--- src/rtl/can_frame_player.sv ---
// can_frame_player: plays a stored CAN frame MSB-first onto a serial bit line
// with run-time bit timing, optional stuff-bit insertion over a leading region,
// frame replay separated by a recessive gap, and immediate abort.
module can_frame_player #(
    parameter int MAX_FRAME_LEN = 512,
    parameter int LEN_W         = 10,
    parameter int TQ_W          = 8,
    parameter int GAP_BITS      = 11,
    parameter int RPT_W         = 8
) (
    input  logic                     clock,
    input  logic                     reset,
    input  logic                     start,
    input  logic                     abort,
    input  logic [MAX_FRAME_LEN-1:0] frame_bits,
    input  logic [LEN_W-1:0]         frame_len,
    input  logic                     stuff_en,
    input  logic [LEN_W-1:0]         stuff_len,
    input  logic [TQ_W-1:0]          clocks_per_bit,
    input  logic [TQ_W-1:0]          sample_offset,
    input  logic [RPT_W-1:0]         repeat_count,
    output logic                     rx_bit,
    output logic                     sample_point,
    output logic                     stuff_flag,
    output logic                     busy,
    output logic                     done,
    output logic [LEN_W-1:0]         bits_left
);

    localparam int IDX_W = (MAX_FRAME_LEN > 1) ? $clog2(MAX_FRAME_LEN) : 1;
    localparam int GAP_W = $clog2(GAP_BITS + 1);
    localparam logic [GAP_W-1:0] GAP_LAST = GAP_W'(GAP_BITS - 1);
    localparam logic [TQ_W-1:0]  CPB_MIN  = TQ_W'(2);
    localparam logic [LEN_W-1:0] LEN_LIM  = LEN_W'(MAX_FRAME_LEN);

    typedef enum logic [1:0] {IDLE, FRAME, GAP} state_t;

    state_t                   state, state_nxt;
    logic [TQ_W-1:0]          tq, tq_nxt, cpb_r, cpb_nxt, so_r, so_nxt;
    logic [MAX_FRAME_LEN-1:0] frame_r, frame_nxt;
    logic [LEN_W-1:0]         len_r, len_nxt, sl_r, sl_nxt;
    logic [LEN_W-1:0]         sent_cnt, sent_nxt, bits_left_nxt;
    logic                     se_r, se_nxt;
    logic [RPT_W-1:0]         rpt_r, rpt_nxt, rpt_cnt, rpt_cnt_nxt;
    logic [2:0]               run_len, run_len_nxt;
    logic                     run_val, run_val_nxt;
    logic [GAP_W-1:0]         gap_cnt, gap_nxt;
    logic                     rx_nxt, stuff_flag_nxt, done_nxt;

    logic                     bit_start, end_of_bit, next_bit;
    logic [MAX_FRAME_LEN-1:0] cur_frame;
    logic [LEN_W-1:0]         cur_bl, cur_sent, cur_sl, bit_idx;
    logic [2:0]               cur_run_len;
    logic                     cur_run_val, cur_se;

    logic [TQ_W-1:0]          cpb_c, so_c;
    logic [LEN_W-1:0]         sl_c;

    assign cpb_c = (clocks_per_bit < CPB_MIN) ? CPB_MIN : clocks_per_bit;
    assign so_c  = (sample_offset >= cpb_c) ? (cpb_c - 1'b1) : sample_offset;
    assign sl_c  = (stuff_len > frame_len) ? frame_len : stuff_len;

    assign busy         = (state != IDLE);
    assign sample_point = (state != IDLE) && (tq == so_r);

    // Next-state logic: bit-time counting, the per-bit decision (stuff, data
    // or end of frame) and gap/replay sequencing. The first bit of a frame is
    // decided on the same edge that accepts start or ends the previous gap,
    // using the freshly loaded frame context held in the cur_* selects.
    always_comb begin
        state_nxt      = state;
        tq_nxt         = tq;
        cpb_nxt        = cpb_r;
        so_nxt         = so_r;
        frame_nxt      = frame_r;
        len_nxt        = len_r;
        sl_nxt         = sl_r;
        se_nxt         = se_r;
        rpt_nxt        = rpt_r;
        rpt_cnt_nxt    = rpt_cnt;
        sent_nxt       = sent_cnt;
        bits_left_nxt  = bits_left;
        run_len_nxt    = run_len;
        run_val_nxt    = run_val;
        gap_nxt        = gap_cnt;
        rx_nxt         = rx_bit;
        stuff_flag_nxt = stuff_flag;
        done_nxt       = 1'b0;
        bit_start      = 1'b0;
        cur_frame      = frame_r;
        cur_bl         = bits_left;
        cur_sent       = sent_cnt;
        cur_sl         = sl_r;
        cur_se         = se_r;
        cur_run_len    = run_len;
        cur_run_val    = run_val;
        bit_idx        = '0;
        next_bit       = 1'b1;
        end_of_bit     = (tq == (cpb_r - 1'b1));

        if (abort) begin
            state_nxt      = IDLE;
            tq_nxt         = '0;
            rx_nxt         = 1'b1;
            stuff_flag_nxt = 1'b0;
            bits_left_nxt  = '0;
            sent_nxt       = '0;
            run_len_nxt    = '0;
            gap_nxt        = '0;
            rpt_cnt_nxt    = '0;
        end else begin
            case (state)
                IDLE: begin
                    if (start) begin
                        frame_nxt   = frame_bits;
                        len_nxt     = frame_len;
                        se_nxt      = stuff_en;
                        sl_nxt      = sl_c;
                        cpb_nxt     = cpb_c;
                        so_nxt      = so_c;
                        rpt_nxt     = repeat_count;
                        rpt_cnt_nxt = '0;
                        cur_frame   = frame_bits;
                        cur_bl      = frame_len;
                        cur_sent    = '0;
                        cur_sl      = sl_c;
                        cur_se      = stuff_en;
                        cur_run_len = '0;
                        cur_run_val = 1'b1;
                        bit_start   = 1'b1;
                    end
                end
                FRAME: begin
                    if (end_of_bit) begin
                        bit_start = 1'b1;
                    end else begin
                        tq_nxt = tq + 1'b1;
                    end
                end
                GAP: begin
                    if (end_of_bit) begin
                        tq_nxt = '0;
                        if (gap_cnt == GAP_LAST) begin
                            gap_nxt = '0;
                            if (rpt_cnt < rpt_r) begin
                                rpt_cnt_nxt = rpt_cnt + 1'b1;
                                cur_bl      = len_r;
                                cur_sent    = '0;
                                cur_run_len = '0;
                                cur_run_val = 1'b1;
                                bit_start   = 1'b1;
                            end else begin
                                state_nxt = IDLE;
                                done_nxt  = 1'b1;
                            end
                        end else begin
                            gap_nxt = gap_cnt + 1'b1;
                        end
                    end else begin
                        tq_nxt = tq + 1'b1;
                    end
                end
                default: state_nxt = IDLE;
            endcase

            if (bit_start) begin
                tq_nxt   = '0;
                bit_idx  = cur_bl - 1'b1;
                next_bit = (bit_idx < LEN_LIM) ? cur_frame[bit_idx[IDX_W-1:0]] : 1'b1;
                if (cur_se && (cur_sent <= cur_sl) && (cur_run_len == 3'd5)) begin
                    state_nxt      = FRAME;
                    rx_nxt         = ~cur_run_val;
                    stuff_flag_nxt = 1'b1;
                    run_len_nxt    = 3'd1;
                    run_val_nxt    = ~cur_run_val;
                    bits_left_nxt  = cur_bl;
                    sent_nxt       = cur_sent;
                end else if (cur_bl == '0) begin
                    state_nxt      = GAP;
                    rx_nxt         = 1'b1;
                    stuff_flag_nxt = 1'b0;
                    bits_left_nxt  = '0;
                    gap_nxt        = '0;
                end else begin
                    state_nxt      = FRAME;
                    rx_nxt         = next_bit;
                    stuff_flag_nxt = 1'b0;
                    bits_left_nxt  = bit_idx;
                    sent_nxt       = cur_sent + 1'b1;
                    run_val_nxt    = next_bit;
                    if ((cur_run_len != 3'd0) && (next_bit == cur_run_val)) begin
                        run_len_nxt = (cur_run_len == 3'd7) ? 3'd7 : (cur_run_len + 1'b1);
                    end else begin
                        run_len_nxt = 3'd1;
                    end
                end
            end
        end
    end

    // State and datapath registers; the line idles recessive out of reset.
    always_ff @(posedge clock or negedge reset) begin
        if (!reset) begin
            state      <= IDLE;
            tq         <= '0;
            cpb_r      <= '0;
            so_r       <= '0;
            frame_r    <= '0;
            len_r      <= '0;
            sl_r       <= '0;
            se_r       <= 1'b0;
            rpt_r      <= '0;
            rpt_cnt    <= '0;
            sent_cnt   <= '0;
            bits_left  <= '0;
            run_len    <= '0;
            run_val    <= 1'b1;
            gap_cnt    <= '0;
            rx_bit     <= 1'b1;
            stuff_flag <= 1'b0;
            done       <= 1'b0;
        end else begin
            state      <= state_nxt;
            tq         <= tq_nxt;
            cpb_r      <= cpb_nxt;
            so_r       <= so_nxt;
            frame_r    <= frame_nxt;
            len_r      <= len_nxt;
            sl_r       <= sl_nxt;
            se_r       <= se_nxt;
            rpt_r      <= rpt_nxt;
            rpt_cnt    <= rpt_cnt_nxt;
            sent_cnt   <= sent_nxt;
            bits_left  <= bits_left_nxt;
            run_len    <= run_len_nxt;
            run_val    <= run_val_nxt;
            gap_cnt    <= gap_nxt;
            rx_bit     <= rx_nxt;
            stuff_flag <= stuff_flag_nxt;
            done       <= done_nxt;
        end
    end

endmodule
--- config.mk ---
export PLATFORM = sky130hd
export DESIGN_NAME = can_frame_player
export DESIGN_NICKNAME = d
export VERILOG_FILES = /design/src/rtl/can_frame_player.sv
export SDC_FILE = /design/constraint.sdc
export NUM_CORES = 2
export LEC_CHECK = 0
export BUFFER_PORTS_ARGS = -buffer_cell sky130_fd_sc_hd__buf_2
export CORE_MARGIN = 2
export CORE_UTILIZATION = 40
export CTS_BUF_LIST = sky130_fd_sc_hd__clkbuf_4 sky130_fd_sc_hd__clkbuf_8
export DETAILED_ROUTE_END_ITERATION = 10
export HOLD_SLACK_MARGIN = 0.12
export PLACE_DENSITY = 0.61
export SLEW_MARGIN = 25
export SYNTH_ARGS = -nofsm -noshare
export SYNTH_HDL_FRONTEND = slang
export SYNTH_SLANG_ARGS = --single-unit
--- constraint.sdc ---
create_clock -name clock -period 7.64 [get_ports clock]
set_clock_uncertainty 0.15 [all_clocks]
set_input_delay 1.146 -clock clock [delete_from_list [all_inputs] [get_ports clock]]
set_output_delay 1.146 -clock clock [all_outputs]
set_load 0.02 [all_outputs]
After elaboration in Yosys (flattened, before gate mapping):

Index checks and enable logic that the tools add are counted.

* word-level logic and storage cells: 172
* input port bits: 561
* flip-flop bits (word level): 606

* bitwise gates (word level): 2
* add/sub/neg operators: 8
* magnitude comparators: 7
* reductions and logical operators: 18
* muxes and demuxes: 100
* equality and inequality tests: 19

Operators by type and width (number)
* $mux W512: 3
* $mux W10: 22
* $mux W8: 11
* $pmux W10 S2: 2
* $mux W3: 11
* $pmux W8 S2: 2
* $mux W1: 30
* $mux W4: 7
* $add A8 B1 Y8 const B: 2
* $eq A8 B8 Y1: 2
* $ne A4 B4 Y1 const B: 4
* $sub A8 B1 Y8 const B: 2
* $ne A3 B3 Y1 const B: 5
* $mux W2: 7
* $add A10 B1 Y10 const B: 1
* $gt A10 B10 Y1: 1
* $le A10 B10 Y1: 1
* $logic_not A10 Y1: 1
* $lt A10 B10 Y1 const B: 1
* $lt A9 B10 Y1 const B: 1
* $sub A10 B1 Y10 const B: 1
* $bmux W1 S9: 1
* $ge A8 B8 Y1: 1
* $lt A8 B2 Y1 const B: 1
* 25 further kinds: 34

Depth between registers and ports, before layout:

* depth after elaboration: 17
* gate-level depth with buffers: 28
* mapped depth without buffers: 25

Least setup slack after synthesis:

Ideal clock, no wire load.

* kind: reg-to-reg
* start: reg rpt_cnt[7]
* end: reg run_len[2]
* clock period less this slack: 6.082 ns
* cell stages (with the launch flop): 25
* setup slack: 1.558 ns
* arrival time: 5.810 ns
* library setup time: 0.122 ns
* buffers on the path: 4
* cell sequence: dfrtp_1 -> ha_1 -> nand2_1 -> or3_1 -> o211ai_1 -> or3_1 -> a211oi_4 -> o21a_1 -> inv_2 -> clkbuf_1 -> clkbuf_1 -> buf_1 -> ha_1 -> clkbuf_1 -> inv_1 -> a2111o_1 -> a211o_1 -> or3_1 -> and2_1 -> a31o_1 -> a211o_1 -> a31oi_1 -> o32ai_2 -> xnor2_2 -> a32o_1

* longest elaborated chain between the ends: 17
* elaborated cells between the ends (all ways): 50
* those cells by class: add/sub: 2; order compare: 3; eq/ne: 4; mux: 34; reduce/logical: 7

RTL lines
* start, declared: line 44 `logic [RPT_W-1:0] rpt_r, rpt_nxt, rpt_cnt, rpt_cnt_nxt;`
* start signal, assigned: line 232 `rpt_cnt <= rpt_cnt_nxt;`
* $lt A8 B8 Y1 *: line 145 `if (rpt_cnt < rpt_r) begin`
* $mux W10: line 145
* $mux W10: line 143 `if (gap_cnt == GAP_LAST) begin`
* $mux W10: line 141 `if (end_of_bit) begin`
* $pmux W10 S2: line 112 `case (state)`
* $mux W10: line 101 `if (abort) begin`
* $sub A10 B1 Y10: line 168 `bit_idx = cur_bl - 1'b1;`
* $bmux W1 S9: line 169 `next_bit = (bit_idx < LEN_LIM) ? cur_frame[bit_idx[IDX_W-1:0]] : 1'b1;`
* $mux W1 (implied by the code): line 169
* $mux W1: line 169
* $eq A1 B1 Y1: line 191 `if ((cur_run_len != 3'd0) && (next_bit == cur_run_val)) begin`
* $logic_and A1 B1 Y1: line 191
* $mux W3: line 191
* $mux W3: line 178 `end else if (cur_bl == '0) begin`
* $mux W3: line 170 `if (cur_se && (cur_sent <= cur_sl) && (cur_run_len == 3'd5)) begin`
* $mux W3: line 166 `if (bit_start) begin`
* $mux W3: line 101
* end signal, assigned: line 235 `run_len <= run_len_nxt;`
* end, declared: line 45 `logic [2:0] run_len, run_len_nxt;`

Mark *: on every way between the ends. The rest lies on a longest branch, timed or not. The select of a mux whose other input is x is not followed.
A chain may end at the register's enable or synchronous reset.

Worst setup path in the final report:

* start: reg rpt_cnt[2]
* end: reg run_len[2]

The elaborated chain is that of the path after synthesis.

==> results.sh <==
export IMPL_first_pass_iters=7
export IMPL_cts_root_buf="clkbuf_8"
export IMPL_yosysUniqueCellTypes=84
export IMPL_final_cells=4532
export IMPL_path_class="reg2reg"
export IMPL_die_height_um=296
export IMPL_worst_path_buf_inv=3
export IMPL_cp_cell_sequence="ha_1 -> nor2_1 -> or3_1 -> o211ai_1 -> or3_1 -> a2111oi_0 -> buf_4 -> a311oi_2 -> ha_4 -> inv_1 -> xnor2_4 -> buf_16 -> mux4_2 -> a2111oi_1 -> a31o_1 -> a211o_1 -> a31oi_1 -> o32ai_2 -> xnor2_2 -> a32o_1"
export IMPL_hold_path_class="in2async"
export IMPL_overflow=0
export IMPL_final_nets=3859
export IMPL_cts_sinks=606
export IMPL_power_leakage_nw=17.6
export IMPL_synth_area_leader_cell="dfrtp_1"
export IMPL_status="complete, no violations"
export IMPL_rsz0062_at_grt="no"
export IMPL_synth_nets=3311
export IMPL_grt_max_degree=166
export IMPL_grt_pass1_wl_mm=170
export IMPL_cts_setup_buffers=0
export IMPL_clk_latency_ns=0.78
export IMPL_tightest_slew_ns=1.08
export IMPL_start_kind="flop"
export IMPL_drc=0
export IMPL_ys_flop_type="dfrtp_1"
export IMPL_drive_gt1_share_pct=48.7
export IMPL_cpPeakStageDelay_ns=0.83
export IMPL_cp_arrival_ns=7.25
export IMPL_ys_seq_area_share_pct=44.5
export IMPL_post_place_ws_ns=0.815
export IMPL_slew_violations=0
export IMPL_place_congestion=0.867
export IMPL_fp_dieArea_sq_um=87500
export IMPL_synth_common_cells="dfrtp_1 (604), mux2_2 (523), nand2_1 (265)"
export IMPL_drtAntennaViolNets=0
export IMPL_fp_dieW_um=296
export IMPL_routed_via_density=5.67
export IMPL_clk_pin_slew_ns=0.06
export IMPL_power_frac_comb_pct=37.3
export IMPL_final_core_util_pct=48.1
export IMPL_synth_seq_cells=606
export IMPL_cts_made_buffers=113
export IMPL_track_usage_pct=26.3
export IMPL_power_density_nw_per_um2=308
export IMPL_wl_per_cell_um=25.4
export IMPL_synth_edf_count=0
export IMPL_hpwl_mm=85.0
export IMPL_fin_area_sq_um=40800
export IMPL_dp_cells=4276
export IMPL_worstPathRequired_ns=8.16
export IMPL_crit_fanout=10
export IMPL_area_delta_synth_final_pct=19.8
export IMPL_yosys_warnings=0
export IMPL_finalSetupViolCount=0
export IMPL_path_common_cell="or3_1"
export IMPL_yosysMostFrequentCell="dfrtp_1"
export IMPL_hold_violations=0
export IMPL_antenna_found_initial=99
export IMPL_seqPwrFrac_pct=35.3
export IMPL_synth_cell_area_sq_um=34100
export IMPL_cts_max_level=3
export IMPL_synth_area_leaders="dfrtp_1 (44%), mux2_2 (17%), mux4_2 (15%)"
export IMPL_fin_crit_sh_pct=88.1
export IMPL_placed_area_sq_um=38100
export IMPL_layout_setup_ws_ns=0.911
export IMPL_initial_core_util_pct=40.2
export IMPL_cts_buffer_depth=3
export IMPL_postCtsHoldBufs=0
export IMPL_cp_end_kind="flop"
export IMPL_port_buffer_count=575
export IMPL_synth_top_area_share_pct=44.4
export IMPL_finalCriticalPeriod_ns=6.73
export IMPL_power_frac_clock_pct=27.4
export IMPL_whs_ns=0.257
export IMPL_relSlewSlack_pct=28.1
export IMPL_cap_violations=0
export IMPL_vias=25700
export IMPL_reg2reg_setup_slack_ns=0.91
export IMPL_grt_pass1_vias=26300
export IMPL_power_switching_mw=4.37
export IMPL_core_area_sq_um=84700
export IMPL_syn_area_per_cell_sq_um=12.6
export IMPL_synthArstFlopShare_pct=100
export IMPL_cpLargestDelayFamily="compound AO/OA/AOI/OAI gates"
export IMPL_ctsResizeCount=0
export IMPL_tritoncts="done"
export IMPL_drtIter0Drc=1700
export IMPL_wl_mm=115
export IMPL_syn_inst=2700
export IMPL_finalPower_mw=12.6
export IMPL_crit_slowest_cell="a2111oi_1"
export IMPL_num_io_pins=576
export IMPL_num_rows=107
export IMPL_tns_ns=0
export IMPL_clock_fmax_ghz=0.149
export IMPL_sw_frac_of_total_pct=34.7
export IMPL_vdd_drop_max_mv=0.180
export IMPL_intPower_mw=8.21
kinds of logic after synthesis:
kind of cell	after synthesis	share of synthesized area [%]
fa+ha+maj	50	1.84
xor+xnor	43	1.19
simple gates	593	8.13
compound gates	355	7.18
mux	808	34.0
buf+inv	245	3.17
flops	606	44.5
flip-flops by register name, indices dropped and copies added, names as in the netlist:
register and cells:
rpt_r 8, tq 8, stuff_flag 1, state 2, sl_r 10, done 1
run_len 3, rpt_cnt 8, sent_cnt 10, run_val 1, gap_cnt 4, se_r 1
so_r 8, cpb_r 8, frame_r 512, rx_bit 1, bits_left 10, len_r 10
final timing paths:
kind,cells past startpoint,end,start
setup / recovery,20,run_len[2],rpt_cnt[2]
hold / removal,1,frame_r[67],reset
setup reg to reg,20,run_len[2],rpt_cnt[2]
hold reg to reg,2,len_r[9],len_r[9]
max in group asynchronous,3,frame_r[309],reset
min in group clock,2,len_r[9],len_r[9]
cells in the final DEF, fill, tap and decap left out, types with 8 or more instances in the layout:
cell      count
dfrtp_1     604
buf_2       574
mux2_2      523
nand2_1     264
mux4_2      226
clkbuf_8    149
a21oi_1      93
nor2_1       86
o21ai_0      76
nand3_1      69
mux2i_1      59
diode_2      52
ha_1         49
inv_1        46
buf_4        42
clkbuf_4     39
a22oi_1      37
nand4_1      33
nor3_1       26
xnor2_1      25
and2_1       18
a31oi_1      17
and3_1       13
or3_1        13
nand2b_1     12
xor2_1       11
nor4_1       11
a22o_1       11
o22ai_1      11
nor2b_1      10
o211ai_1     10
a32o_1       10
clkinv_2      8
nor3b_1       8
routing by layer:
layer	global-route usage (%)	up-vias	wire [um]
met4	10.4	70	4020
met1	33.3	13100	46200
met5	0	-	452
met2	42.3	865	55300
met3	7.89	267	9200
li1	-	11400	-
power groups by stage:
stage / clock, mW / combinational (mW) / sequential (mW)
after floorplan: 0 / 3.20 / 4.36
after global placement: 0 / 4.62 / 4.45
after detailed placement: 0 / 4.69 / 4.49
after CTS: 3.54 / 4.71 / 4.44
after global routing: 3.69 / 5.01 / 4.54
final: 3.45 / 4.69 / 4.44
cell type report:
type                            count  area, sq um
Antenna cell                       52          130
Clock buffer                      188         2340
Clock inverter                     15          151
Fill cell                        7710        43900
Inverter                           49          185
Multi-Input combinational cell   1849        17900
Sequential cell                   606        15200
Tap cell                         1144         1430
Timing Repair Buffer              629         3450
Power figures use the tool's default switching activity.
